## config.mk

```make
export PLATFORM = sky130hd
export DESIGN_NAME = fetch_seq_flat
export DESIGN_NICKNAME = d
export VERILOG_FILES = /design/src/rtl/fetch_seq_if.sv /design/src/rtl/fetch_seq.sv /design/src/flat_wrapper.sv
export SDC_FILE = /design/constraint.sdc
export NUM_CORES = 1
export LEC_CHECK = 0
export CAP_MARGIN = 10
export CORE_MARGIN = 2
export CORE_UTILIZATION = 35
export CTS_BUF_LIST = sky130_fd_sc_hd__clkbuf_4 sky130_fd_sc_hd__clkbuf_8
export DETAILED_ROUTE_END_ITERATION = 8
export GPL_ROUTABILITY_DRIVEN = 0
export MAX_ROUTING_LAYER = met4
export PLACE_DENSITY_LB_ADDON = 0.12
export SLEW_MARGIN = 20
export SYNTH_ARGS = -nofsm -noshare
export SYNTH_HDL_FRONTEND = slang
export SYNTH_SLANG_ARGS = --single-unit
```

## constraint.sdc

```tcl
create_clock -name clk -period 1.8 [get_ports clk]
set_input_delay 0.36 -clock clk [delete_from_list [all_inputs] [get_ports clk]]
set_output_delay 0.36 -clock clk [all_outputs]
set_load 0.1 [all_outputs]
```

## src/rtl/fetch_seq_if.sv

```systemverilog
// Fetch-side bus bundle: instruction memory request/ack plus the
// downstream instruction handoff and redirect inputs.
interface fetch_seq_if;
    localparam int unsigned AW = 16;
    localparam int unsigned DW = 16;

    logic          imem_req;
    logic [AW-1:0] imem_addr;
    logic          imem_ack;
    logic [DW-1:0] imem_rdata;
    logic          instr_valid;
    logic [DW-1:0] instr_out;
    logic [AW-1:0] instr_pc;
    logic          instr_take;
    logic          redirect;
    logic [AW-1:0] redirect_pc;

    modport master (
        output imem_req, imem_addr, instr_valid, instr_out, instr_pc,
        input  imem_ack, imem_rdata, instr_take, redirect, redirect_pc
    );

    modport slave (
        input  imem_req, imem_addr, instr_valid, instr_out, instr_pc,
        output imem_ack, imem_rdata, instr_take, redirect, redirect_pc
    );
endinterface

```

## src/rtl/fetch_seq.sv

```systemverilog
// Single-outstanding instruction fetch sequencer: issues one memory request,
// holds the returned word for the consumer, and handles branch redirects.
module fetch_seq #(
    parameter logic [15:0] RESET_PC = 16'h02E1,
    parameter logic [15:0] PC_INC   = 16'd1
) (
    input  logic       clk,
    input  logic       nClear,
    fetch_seq_if.master bus
);
    localparam int unsigned AW = 16;
    localparam int unsigned DW = 16;

    typedef enum logic [1:0] {
        IDLE = 2'd0,
        REQ  = 2'd1,
        DROP = 2'd2,
        HOLD = 2'd3
    } state_t;

    state_t        state;
    logic [AW-1:0] pc;
    logic [AW-1:0] pend_pc;
    logic [DW-1:0] instr_q;
    logic [AW-1:0] instr_pc_q;
    logic          req_q;
    logic          valid_q;

    // The address only moves when the FSM leaves REQ/DROP, so it is stable
    // for the whole life of a request.
    assign bus.imem_addr   = pc;
    assign bus.imem_req    = req_q;
    assign bus.instr_valid = valid_q;
    assign bus.instr_out   = instr_q;
    assign bus.instr_pc    = instr_pc_q;

    always_ff @(posedge clk or negedge nClear) begin
        if (!nClear) begin
            state      <= IDLE;
            pc         <= RESET_PC;
            pend_pc    <= '0;
            instr_q    <= '0;
            instr_pc_q <= '0;
            req_q      <= 1'b0;
            valid_q    <= 1'b0;
        end else begin
            unique case (state)
                IDLE: begin
                    state <= REQ;
                    req_q <= 1'b1;
                end

                REQ: begin
                    if (bus.imem_ack && bus.redirect) begin
                        pc <= bus.redirect_pc;
                    end else if (bus.redirect) begin
                        pend_pc <= bus.redirect_pc;
                        state   <= DROP;
                    end else if (bus.imem_ack) begin
                        instr_q    <= bus.imem_rdata;
                        instr_pc_q <= pc;
                        pc         <= AW'(pc + PC_INC);
                        req_q      <= 1'b0;
                        valid_q    <= 1'b1;
                        state      <= HOLD;
                    end
                end

                // Wait out the stale request; the newest redirect target wins.
                DROP: begin
                    if (bus.imem_ack) begin
                        pc    <= bus.redirect ? bus.redirect_pc : pend_pc;
                        state <= REQ;
                    end else if (bus.redirect) begin
                        pend_pc <= bus.redirect_pc;
                    end
                end

                HOLD: begin
                    if (bus.redirect) begin
                        pc      <= bus.redirect_pc;
                        req_q   <= 1'b1;
                        valid_q <= 1'b0;
                        state   <= REQ;
                    end else if (bus.instr_take) begin
                        req_q   <= 1'b1;
                        valid_q <= 1'b0;
                        state   <= REQ;
                    end
                end

                default: begin
                    state   <= IDLE;
                    req_q   <= 1'b0;
                    valid_q <= 1'b0;
                end
            endcase
        end
    end
endmodule

```

## src/flat_wrapper.sv

```systemverilog
// flat-port wrapper written by rule: the top's interface ports become plain ports
module fetch_seq_flat 
#(
    parameter logic [15:0] RESET_PC = 16'h02E1,
    parameter logic [15:0] PC_INC   = 16'd1
)
  (clk, nClear, bus_imem_req, bus_imem_addr, bus_instr_valid, bus_instr_out, bus_instr_pc, bus_imem_ack, bus_imem_rdata, bus_instr_take, bus_redirect, bus_redirect_pc);
  fetch_seq_if bus_i ();
  input  logic clk;
  input  logic nClear;
  output wire logic [$bits(bus_i.imem_req)-1:0] bus_imem_req;
  output wire logic [$bits(bus_i.imem_addr)-1:0] bus_imem_addr;
  output wire logic [$bits(bus_i.instr_valid)-1:0] bus_instr_valid;
  output wire logic [$bits(bus_i.instr_out)-1:0] bus_instr_out;
  output wire logic [$bits(bus_i.instr_pc)-1:0] bus_instr_pc;
  input wire logic [$bits(bus_i.imem_ack)-1:0] bus_imem_ack;
  input wire logic [$bits(bus_i.imem_rdata)-1:0] bus_imem_rdata;
  input wire logic [$bits(bus_i.instr_take)-1:0] bus_instr_take;
  input wire logic [$bits(bus_i.redirect)-1:0] bus_redirect;
  input wire logic [$bits(bus_i.redirect_pc)-1:0] bus_redirect_pc;
  assign bus_imem_req = bus_i.imem_req;
  assign bus_imem_addr = bus_i.imem_addr;
  assign bus_instr_valid = bus_i.instr_valid;
  assign bus_instr_out = bus_i.instr_out;
  assign bus_instr_pc = bus_i.instr_pc;
  assign bus_i.imem_ack = bus_imem_ack;
  assign bus_i.imem_rdata = bus_imem_rdata;
  assign bus_i.instr_take = bus_instr_take;
  assign bus_i.redirect = bus_redirect;
  assign bus_i.redirect_pc = bus_redirect_pc;
  fetch_seq #(.RESET_PC(RESET_PC), .PC_INC(PC_INC)) u_core (.clk(clk), .nClear(nClear), .bus(bus_i));
endmodule
```

==> results.ini <==
[outcome]
status = completed

[sta]
finalMaxSlewViolations = 0
finalCritPeriodShare = 0.968
relSlewSlack = 0.698
fin_skew_ps = 14.0
worstMarginPinSlew_ps = 453
fmax_ghz = 0.574
finalCriticalPeriod_ps = 1740
finalHoldViolations = 0
finalSetupViolCount = 0

[final_layout]
register_area_sq_um = 1740
multi_input_area_sq_um = 1750
final_area_sq_um = 5640
fillCellCount = 864
drive_gt1_frac = 0.442
final_nets = 479
area.growth.synth_to_final_pct = 60.4
n_antenna_cell = 0

[run]
maxCapViolCount = 0

[global_route]
grtUsageTotal = 0.191
antenna_found_initial = 0
grt_max_degree = 40
grt_pass1_wl_um = 16000
grt_pass1_vias = 3056
grt_overflow = 0

[route]
ant_nets = 0
routed_wl_um = 9720
drtIter0Drc = 144
routedWlPerCell_um = 16.8
drt-pass1-iter-count = 4
vias = 2990
via_per_inst = 5.16
drc = 0

[synthesis]
synthCells = 313
async_flop_share = 1.00
ys.flop_type = dfrtp_1
syn_area_sq_um = 3520
ys_seq_area_frac = 0.486
ys_types = 62
synth_area_per_cell_sq_um = 11.2
synth_seq_cells = 68
synth-warning-count = 0
synth_nets = 351
synth-edff-count = 0

[worst_setup_path]
worstPathMaxFanout = 12
path_class = reg2reg
start_kind = register
critPathMaxStageDelay_ps = 540
cp_top_family = compound AO/OA/AOI/OAI gates
critPathBufInv = 1
crit_chain = buf_4 > o21ai_0 > a21oi_1 > a311oi_1 > o22a_1
cp.required_ps = 2080
critPathArrivalTime_ps = 2030
critical_path.slowest_cell = dfrtp_1
cp-end-kind = register

[clock_tree]
h-tree-depth = 3
numCtsBuffers = 9
cts.clk_slew.worst_paths_ps = 70
cts_root_buf = clkbuf_8
tritoncts = yes
clk-insertion-delay-late_ps = 350
clock_sinks = 68
clockBufferDepth = 2

[floorplan]
io_pins = 87
core_sq_um = 9770
die_area_sq_um = 10900
fp.dieH_um = 104
std_cell_rows = 36
fp.dieW_um = 104
initial_core_util = 0.360

[placed_design]
dpl.hpwl_um = 7240
placed_area_sq_um = 5390
port_buffers = 86

[worst_hold_path]
hold_class = in2async

cell families (layout without fill, tap and decap cells):
| logic type | after synthesis | in the layout | synth area share |
|---|---|---|---|
| adders and majority gates | 2 | 2 | 0.00641 |
| DFF | 68 | 68 | 0.486 |
| xor gates and xnor gates | 5 | 5 | 0.0146 |
| muxes | 52 | 52 | 0.165 |
| AOI/OAI and AO/OA | 85 | 85 | 0.170 |
| and+or+nand+nor | 76 | 76 | 0.125 |
| buffers and inverters | 25 | 158 | 0.0334 |
layer usage:
metal | GRT usage | part of all wire | vias up
met5 | - | 0 | -
met4 | 0.0502 | 0.011 | 0
met3 | 0.0451 | 0.037 | 10
met2 | 0.299 | 0.49 | 61
met1 | 0.251 | 0.46 | 1486
li1 | - | - | 1433
stage by stage:
step           utilization  setup WS (ps)  hold slack, ps  TNS (ps)  instances
6_report             0.577           56.8             348         0        579
5_1_grt              0.577         -0.827             355    -0.827        579
4_1_cts              0.573           2.16             339         0        575
3_5_place_dp         0.551           -255             178    -12140        558
3_3_place_gp         0.551           -238             177     -9400        558
2_1_floorplan            -          -81.1            64.4      -127        313
cell usage in the layout, fill, tap and decap left out, drive strengths merged, types with 4 or more instances in the layout:
cell,Yosys,routed
nand2,13,13
dfrtp,63,63
inv,5,5
a21oi,17,17
nor2,20,20
clkbuf,4,11
clkdlybuf4s50,0,35
o32ai,5,5
dfstp,5,5
nand2b,7,7
mux2,49,49
nor4,4,4
nor3,4,4
a211oi,5,5
o21ai,18,18
nand3,6,6
and3,7,7
nor2b,4,4
o21a,5,5
buf,16,101
o22ai,4,4
cell usage after synthesis (4+ instances only):
master	n	share of area
nand2b_1	7	0.012
a21oi_1	17	0.024
mux2_2	48	0.15
o21a_1	5	0.011
clkbuf_1	4	0.0043
nand3_1	4	0.0057
inv_1	5	0.0053
buf_2	13	0.019
and3_1	6	0.011
a211oi_1	5	0.011
dfrtp_1	63	0.45
nor2_1	19	0.020
o22ai_1	4	0.0071
nor3_1	4	0.0057
o32ai_1	5	0.012
o21ai_0	16	0.023
dfstp_2	5	0.037
nand2_1	13	0.014
nor2b_1	4	0.0071
repair_timing:
action	4_1_cts	5_1_grt
endpoints found under the setup margin	1	32
hold buffers	1	0
resized for setup	2	2
gates cloned	0	0
pin swaps	0	2
endpoints found under the hold margin	4	0
buffers inserted	0	4
area by class of cell:
class                   count  area share
repair buffers            137       0.314
clock buffers              11      0.0246
multi-input cells         220       0.311
inverters                   5     0.00333
flip-flops and latches     68       0.308
well taps                 133      0.0295
clock inverters             5     0.00932
worst register-to-register path, cell delays in order, from the launching register on:
cell	delay (ps)
dfrtp_1	540
buf_4	260
o21ai_0	270
a21oi_1	120
a311oi_1	310
o22a_1	180
path summary, 6_finish.rpt:
path,slack (ps),depth (start not counted),from,to
max,60,5,u_core.state[1],u_core.bus.imem_addr[4]
max in group asynchronous,890,3,nClear,u_core.bus.imem_addr[7]
min reg2reg,510,1,u_core.pend_pc[14],u_core.pend_pc[14]
min,350,2,nClear,u_core.pend_pc[12]
max reg2reg,60,5,u_core.state[1],u_core.bus.imem_addr[4]
min in group clk,510,1,u_core.pend_pc[14],u_core.pend_pc[14]
state kept, by name (all words and copies together) (netlist names):
register,count
u_core.bus.imem_addr,16
u_core.state,2
u_core.bus.instr_valid,1
u_core.bus.instr_out,16
u_core.bus.imem_req,1
u_core.bus.instr_pc,16
u_core.pend_pc,16
Power is not shown: default switching activity piles up to over one toggle a cycle in this logic, so the estimate is an artifact.
